$ cat src/rtl/sdram_req_queue.sv
// rtl/sdram_req_queue.sv - request FIFO and issue sequencer feeding a single-port SDRAM controller
// Optional feature macro: REQ_TIMEOUT_EN (per-edge wait timeout with sticky ERR output)
module sdram_req_queue #(
  parameter int DEPTH   = 4,
  parameter int TIMEOUT = 64
) (
  input  logic                       CLK,
  input  logic                       NRST,
  input  logic                       HOST_VALID,
  output logic                       HOST_READY,
  input  logic                       HOST_WR,
  input  logic [1:0]                 HOST_BANK,
  input  logic [12:0]                HOST_ROW,
  input  logic [8:0]                 HOST_COL,
  input  logic [15:0]                HOST_WDATA,
  output logic [15:0]                RD_DATA,
  output logic                       RD_VALID,
  output logic [12:0]                MEM_ADR,
  output logic [1:0]                 MEM_BDR,
  output logic [15:0]                MEM_DIN,
  output logic                       MEM_RE,
  output logic                       MEM_WE,
  input  logic                       MEM_RDY,
  input  logic [15:0]                MEM_DOUT,
  output logic [$clog2(DEPTH):0]     FIFO_LEVEL,
  output logic                       BUSY
`ifdef REQ_TIMEOUT_EN
  ,
  output logic                       ERR
`endif
);

  localparam int PW = $clog2(DEPTH);
  localparam int LW = PW + 1;
  localparam logic [LW-1:0] FULL_LEVEL = LW'(DEPTH);

  typedef struct packed {
    logic        wr;
    logic [1:0]  bank;
    logic [12:0] row;
    logic [8:0]  col;
    logic [15:0] wdata;
  } req_t;

  typedef enum logic [2:0] {
    S_IDLE,
    S_ROW,
    S_GAP,
    S_COL,
    S_WAIT
  } state_t;

  req_t            fifo_mem [DEPTH];
  logic [PW-1:0]   wr_ptr;
  logic [PW-1:0]   rd_ptr;
  req_t            head;
  logic            push;
  logic            pop;
  logic            adv;
  state_t          state;
  logic            hold_wr;
  logic [8:0]      hold_col;

  assign HOST_READY = NRST && (FIFO_LEVEL != FULL_LEVEL);
  assign push       = HOST_VALID && HOST_READY;
  assign pop        = (state == S_IDLE) && (FIFO_LEVEL != '0) && MEM_RDY;
  assign head       = fifo_mem[rd_ptr];
  assign BUSY       = (state != S_IDLE);

  // The MEM_RDY edge each state is waiting for; in S_IDLE it is the pop itself
  always_comb begin
    adv = 1'b0;
    case (state)
      S_IDLE:  adv = pop;
      S_ROW:   adv = !MEM_RDY;
      S_GAP:   adv = MEM_RDY;
      S_COL:   adv = !MEM_RDY;
      S_WAIT:  adv = MEM_RDY;
      default: adv = 1'b0;
    endcase
  end

`ifdef REQ_TIMEOUT_EN
  localparam int CW = $clog2(TIMEOUT + 1);
  logic [CW-1:0] wait_cnt;
  logic          timeout;

  assign timeout = (state != S_IDLE) && (wait_cnt == CW'(TIMEOUT - 1));

  // Cycles spent waiting on the current MEM_RDY edge; restarts on every state change
  always_ff @(posedge CLK or negedge NRST) begin
    if (!NRST) begin
      wait_cnt <= '0;
    end else if (state == S_IDLE || adv || timeout) begin
      wait_cnt <= '0;
    end else begin
      wait_cnt <= wait_cnt + CW'(1);
    end
  end
`endif

  // FIFO storage is data-only and needs no reset; occupancy lives in the pointers
  always_ff @(posedge CLK) begin
    if (push) begin
      fifo_mem[wr_ptr] <= '{wr: HOST_WR, bank: HOST_BANK, row: HOST_ROW,
                             col: HOST_COL, wdata: HOST_WDATA};
    end
  end

  // FIFO pointers and occupancy, independent of the sequencer state
  always_ff @(posedge CLK or negedge NRST) begin
    if (!NRST) begin
      wr_ptr     <= '0;
      rd_ptr     <= '0;
      FIFO_LEVEL <= '0;
    end else begin
      if (push) wr_ptr <= wr_ptr + PW'(1);
      if (pop)  rd_ptr <= rd_ptr + PW'(1);
      if (push && !pop)      FIFO_LEVEL <= FIFO_LEVEL + LW'(1);
      else if (pop && !push) FIFO_LEVEL <= FIFO_LEVEL - LW'(1);
    end
  end

  // Issue sequencer: follows the controller's MEM_RDY handshake and drives registered MEM_* outputs
  always_ff @(posedge CLK or negedge NRST) begin
    if (!NRST) begin
      state    <= S_IDLE;
      hold_wr  <= 1'b0;
      hold_col <= '0;
      MEM_ADR  <= '0;
      MEM_BDR  <= '0;
      MEM_DIN  <= '0;
      MEM_RE   <= 1'b0;
      MEM_WE   <= 1'b0;
      RD_DATA  <= '0;
      RD_VALID <= 1'b0;
`ifdef REQ_TIMEOUT_EN
      ERR      <= 1'b0;
`endif
    end else begin
      RD_VALID <= 1'b0;
`ifdef REQ_TIMEOUT_EN
      if (timeout) begin
        state   <= S_IDLE;
        MEM_ADR <= '0;
        MEM_BDR <= '0;
        MEM_DIN <= '0;
        MEM_RE  <= 1'b0;
        MEM_WE  <= 1'b0;
        ERR     <= 1'b1;
      end else
`endif
      begin
        case (state)
          S_IDLE: begin
            if (adv) begin
              state    <= S_ROW;
              hold_wr  <= head.wr;
              hold_col <= head.col;
              MEM_ADR  <= head.row;
              MEM_BDR  <= head.bank;
              MEM_DIN  <= head.wdata;
              MEM_RE   <= !head.wr;
              MEM_WE   <= head.wr;
            end
          end
          S_ROW: begin
            if (adv) begin
              state   <= S_GAP;
              MEM_ADR <= {4'b0, hold_col};
            end
          end
          S_GAP: begin
            if (adv) state <= S_COL;
          end
          S_COL: begin
            if (adv) begin
              state   <= S_WAIT;
              MEM_ADR <= '0;
              MEM_BDR <= '0;
              MEM_DIN <= '0;
              MEM_RE  <= 1'b0;
              MEM_WE  <= 1'b0;
            end
          end
          S_WAIT: begin
            if (adv) begin
              state <= S_IDLE;
              if (!hold_wr) begin
                RD_DATA  <= MEM_DOUT;
                RD_VALID <= 1'b1;
              end
            end
          end
          default: state <= S_IDLE;
        endcase
      end
    end
  end

endmodule

$ cat config.mk
export PLATFORM = sky130hd
export DESIGN_NAME = sdram_req_queue
export DESIGN_NICKNAME = d
export VERILOG_FILES = /design/src/rtl/sdram_req_queue.sv
export SDC_FILE = /design/constraint.sdc
export NUM_CORES = 1
export LEC_CHECK = 0
export CORE_MARGIN = 3
export CORE_UTILIZATION = 40
export CTS_BUF_LIST = sky130_fd_sc_hd__clkbuf_4
export CTS_CLUSTER_DIAMETER = 100
export DETAILED_ROUTE_END_ITERATION = 10
export GPL_TIMING_DRIVEN = 0
export HOLD_SLACK_MARGIN = 0.06
export PLACE_DENSITY = 0.65
export SLEW_MARGIN = 15
export SYNTH_ARGS = -nofsm -noshare
export SYNTH_HDL_FRONTEND = slang
export SYNTH_SLANG_ARGS = --single-unit
$ cat constraint.sdc
create_clock -name CLK -period 3 [get_ports CLK]
set_clock_uncertainty 0.2 [all_clocks]
set_input_delay 0.45 -clock CLK [delete_from_list [all_inputs] [get_ports CLK]]
set_output_delay 0.45 -clock CLK [all_outputs]
set_load 0.02 [all_outputs]
== Word-level counts from Yosys, hierarchy flattened ==
Memories as Yosys holds them, arrays and structs flattened.
Cells that the tools add are included.

* Register bits after elaboration: 70
* Memory bits (writable): 164
* Bits of input ports: 61
* Output and inout bits: 55
* Logic and storage cells: 81
* Memories: 1

* $add $sub $neg: 4
* Equal/unequal tests: 10
* Mux-type cells: 29
* Bitwise gates (word level): 1
* Reduce and logical (&&, ||, !) cells: 23

{| class="wikitable"
|+ Memories
! memory !! depth !! width !! rd ports !! clocked after memory_dff !! wr ports !! RTL line !! RTL
|-
| fifo_mem || 4 || 41 || 1 || 0 || 1 || 53 || <nowiki>req_t fifo_mem [DEPTH];</nowiki>
|}

{| class="wikitable"
|+ Operators by type and width
! cell !! count
|-
| $mux W13 || 3
|-
| $pmux W13 S3 || 1
|-
| $mux W16 || 2
|-
| $pmux W16 S2 || 1
|-
| $mux W3 || 7
|-
| $pmux W3 S5 || 1
|-
| $ne A2 B2 Y1 const B || 5
|-
| $reduce_bool A3 Y1 || 3
|-
| $mux W1 || 8
|-
| $eq A3 B2 Y1 const B || 2
|-
| $logic_and A1 B1 Y1 || 6
|-
| $reduce_and A3 Y1 || 2
|-
| $reduce_and A5 Y1 || 1
|-
| $add A2 B1 Y2 const B || 2
|-
| $logic_not A1 Y1 || 4
|-
| $mux W2 || 2
|-
| $pmux W1 S2 || 2
|-
| $pmux W2 S2 || 1
|-
| $reduce_and A4 Y1 || 1
|-
| $reduce_bool A2 Y1 || 2
|-
| $reduce_or A2 Y1 || 2
|-
| $add A3 B1 Y3 const B || 1
|-
| $eq A3 B1 Y1 const B || 1
|-
| $eq A3 B3 Y1 const B || 1
|-
| 6 further kinds || 6
|}

== Logic depth before layout (Yosys ltp) ==
* Depth in word-level cells: 7
* Depth in mapped cells: 12
* Gate-level depth less buffers: 9

== Least setup slack after synthesis ==
Ideal clock, no wire load.

* Path type: register to register
* Start point: reg FIFO_LEVEL[0]
* End point: mem fifo_mem[0][0] (netlist bit) (enable)
* Library setup time: 403 ps
* Arrival: 2,462 ps
* Data required time: 2,397 ps
* Slack: -65 ps
* Stages on the path, launching flop included: 4
* Path buffers: 0
* Clock period less this slack: 3,065 ps
* Cells stage by stage: dfrtp_1 > nor2_1 > a21boi_0 > and3_1

* Word-level cells in the longest chain between the ends: 5

{| class="wikitable"
|+ RTL lines
! what !! RTL line !! RTL
|-
| start, declared || 25 || <nowiki>output logic [$clog2(DEPTH):0] FIFO_LEVEL,</nowiki>
|-
| start signal, assigned || 119 || <nowiki>if (push && !pop) FIFO_LEVEL <= FIFO_LEVEL + LW'(1);</nowiki>
|-
| start signal, assigned || 120 || <nowiki>else if (pop && !push) FIFO_LEVEL <= FIFO_LEVEL - LW'(1);</nowiki>
|-
| $ne A3 B3 Y1 || 64 || <nowiki>assign HOST_READY = NRST && (FIFO_LEVEL != FULL_LEVEL);</nowiki>
|-
| $logic_and A1 B1 Y1 || 64 ||
|-
| via HOST_READY || 10 || <nowiki>output logic HOST_READY,</nowiki>
|-
| $logic_and A1 B1 Y1 || 65 || <nowiki>assign push = HOST_VALID && HOST_READY;</nowiki>
|-
| $mux W1 || 104 || <nowiki>if (push) begin</nowiki>
|-
| $mux W1 (implied by the code) || 105 || <nowiki>fifo_mem[wr_ptr] <= '{wr: HOST_WR, bank: HOST_BANK, row: HOST_ROW,</nowiki>
|-
| end, declared || 53 ||
|}

The timed path passes the listed nets, and every way through them passes these cells.

== Worst setup path in the final report ==
* Start point: reg FIFO_LEVEL[0]
* End point: reg FIFO_LEVEL[2]

* Word-level cells in the longest chain between the ends: 6
* Elaborated cells between the ends (all ways): 15
* Those cells by class: add/sub: 2; eq/ne: 1; mux: 2; reduce/logical: 10

{| class="wikitable"
|+ RTL lines
! what
|-
| branches (longest 6 deep; another with $sub A3 B1 Y3)
|}

Parallel ways; which one is timed is not known. The select of a mux whose other input is x is not followed.
A chain may end at the register's enable or synchronous reset.

==> out/qor.csv <==
metric,value,unit
cts_buffers,57,
synth_edf_count,164,
synth_flop_cell,edfxtp_1,
cts-root-buf,clkbuf_4,
synthCells,447,
hold_ws,208,ps
fin_area,0.0111,mm²
placed_area,0.0103,mm²
grt.total_usage,0.153,
crit_path_max_fanout,10,
die_y,154,µm
setup_violations,0,
synth-async-reset-ratio,0.299,
clk_pin_slew_worst_paths,70,ps
fillCellCount,1731,
ir_worst_vdd,0.283,mV
cts_max_level,2,
post_cts_buffers,0,
syn-num-nets,514,
synth_area,0.00880,mm²
setup_tns,0,ps
grt_max_degree,49,
status,"finished, final reports clean",
seq_area_frac_synth,0.758,
numPortBuffers,115,
place_congestion,0.732,
drive_above_1_share,0.272,
clock_latency,670,ps
num_vias,4667,
finalNetCount,692,
wirelength,17.9,mm
power_density,928,mW/mm²
crit_required,3370,ps
period_needed,2790,ps
wire_per_inst,18.8,µm
drcViolationCount,0,
fin_crit_sh,0.929,
crit_arrival,3160,ps
clk_path_buf_depth,3,
io_pins,116,
dr.pass1.iters,4,
yosysUniqueCellTypes,36,
area_growth_syn_to_layout,26.5,%
grt.overflow.total,0,
syn_area_per_cell,19.7,µm²
hold_viol,0,
dpl.hpwl,10.8,mm
cts_tree,yes,
ant_nets,0,
grt_pass1_vias,5187,
hold_path.class,in2reg,
dieArea,0.0238,mm²
dp.cells,838,
maxCapViolCount,0,
row_count,53,
maxSlewHeadroom,0.530,
rsz0062_at_grt,no,
p_leak,4.12,nW
ys_warn_count,0,
antenna_found_initial,1,
core,0.0214,mm²
fin_util,0.522,
cts.sinks,234,
drtIter0Drc,221,
grt_pass1_wl,28.3,mm
critPathLaunchType,register,
max_freq,0.359,GHz
initial_core_util,0.412,
die_x,154,µm
end_kind,register,
vias_per_cell,4.92,
path_class,reg2reg,
final-max-slew-violation-count,0,
tightest_slew,704,ps
yosys_register_bits,234,
instances_no_fill,949,
synthesized netlist by cell type, drive strengths merged, types with 6 or more instances:
master | instances | area share
a21oi | 10 | 0.0057
clkbuf | 8 | 0.0034
a2bb2oi | 9 | 0.0090
a22o | 21 | 0.021
dfrtp | 70 | 0.20
nand2b | 9 | 0.0064
mux2 | 18 | 0.023
buf | 15 | 0.013
nand2 | 34 | 0.014
mux4 | 41 | 0.10
nor2 | 6 | 0.0028
edfxtp | 164 | 0.56
kinds of logic (layout without fill, tap and decap cells):
| group | after synthesis | in the layout | share of synthesized area |
|---|---|---|---|
| fa+ha+maj | 6 | 6 | 0.00938 |
| compound gates | 49 | 49 | 0.0424 |
| other cells | 0 | 1 | 0 |
| flops | 234 | 234 | 0.758 |
| mux | 59 | 59 | 0.128 |
| simple gates | 64 | 64 | 0.0368 |
| buf+inv | 28 | 254 | 0.0181 |
| xor+xnor | 7 | 7 | 0.00697 |
report_power, final:
group / switching (mW) / internal, mW
Sequential: 0.308 / 4.14
Clock: 1.19 / 1.33
Combinational: 1.67 / 1.69
routing by layer:
metal,up-vias,track usage,wire length [µm]
li1,2159,-,-
met2,129,0.249,8820
met4,0,0.0538,265
met5,-,0,0
met1,2356,0.196,7670
met3,23,0.0492,1130
cell usage in the layout (no fill, tap or decap), drive strengths merged, types with 2 or more instances in the layout:
master         count
clkbuf            95
inv                6
mux2              18
ha                 5
mux4              41
xor2               2
dfrtp             70
nor2               6
nor2b              2
or2                2
nor3b              2
a2bb2oi            9
edfxtp           164
and3               5
clkinv            19
or3                2
a22o              21
dlygate4sd3        2
xnor2              5
o21ai              4
clkdlybuf4s50    113
nand2b             9
nand2             34
a21oi             10
buf               18
stage by stage:
step                      worst slack (ps)  total power [mW]
after global routing                  63.7              11.0
after detailed placement              -274              7.93
after CTS                             37.2              10.5
after global placement               -2650              7.82
after floorplan                        136              6.57
final                                  214              10.3
sequential cells by signal, indices dropped and copies added (netlist names):
| register | cells |
|---|---|
| FIFO_LEVEL | 3 |
| MEM_ADR | 13 |
| MEM_BDR | 2 |
| MEM_DIN | 16 |
| MEM_RE | 1 |
| MEM_WE | 1 |
| RD_DATA | 16 |
| RD_VALID | 1 |
| fifo_mem | 164 |
| hold_col | 9 |
| hold_wr | 1 |
| rd_ptr | 2 |
| state | 3 |
| wr_ptr | 2 |
final cells by class:
cell class,count,area [µm²],share of cell area
Inverter,5,18.8,0.00169
Buffer,23,148,0.0133
Tap cell,275,344,0.0309
Sequential cell,234,6680,0.600
Clock buffer,87,653,0.0586
Clock inverter,20,80.1,0.00719
Timing Repair Buffer,119,1220,0.109
Multi-Input combinational cell,185,2000,0.179
Antenna cell,1,2.50,0.000225
worst max-delay path, cell delays in order (launching register included):
cell     delay [ps]
dfrtp_2         440
or3_4           440
and3_4          190
buf_6           130
inv_2            90
buf_6           160
ha_1            190
inv_1            60
fa_1            370
xor2_1          150
nor2_1          120
xor2_1          170
worst paths after layout:
check	to	start	slack [ps]	cells after the start
worst min-delay path	fifo_mem[3][16]	HOST_COL[0]	210	1
worst max register to register	FIFO_LEVEL[2]	FIFO_LEVEL[0]	210	11
min in group asynchronous	wr_ptr[0]	NRST	730	4
worst max-delay path	FIFO_LEVEL[2]	FIFO_LEVEL[0]	210	11
worst min register to register	hold_col[5]	hold_col[5]	280	2
max in group asynchronous	MEM_DIN[7]	NRST	1380	5
what timing repair did:
| item | in CTS | in global routing |
|---|---|---|
| hold buffers | 3 | 0 |
| setup endpoints to repair | 3 | 3 |
| hold endpoints to repair | 70 | 0 |
| gates resized for setup | 3 | 5 |
| pin swaps | 0 | 0 |
(Power assumes the default switching activity.)
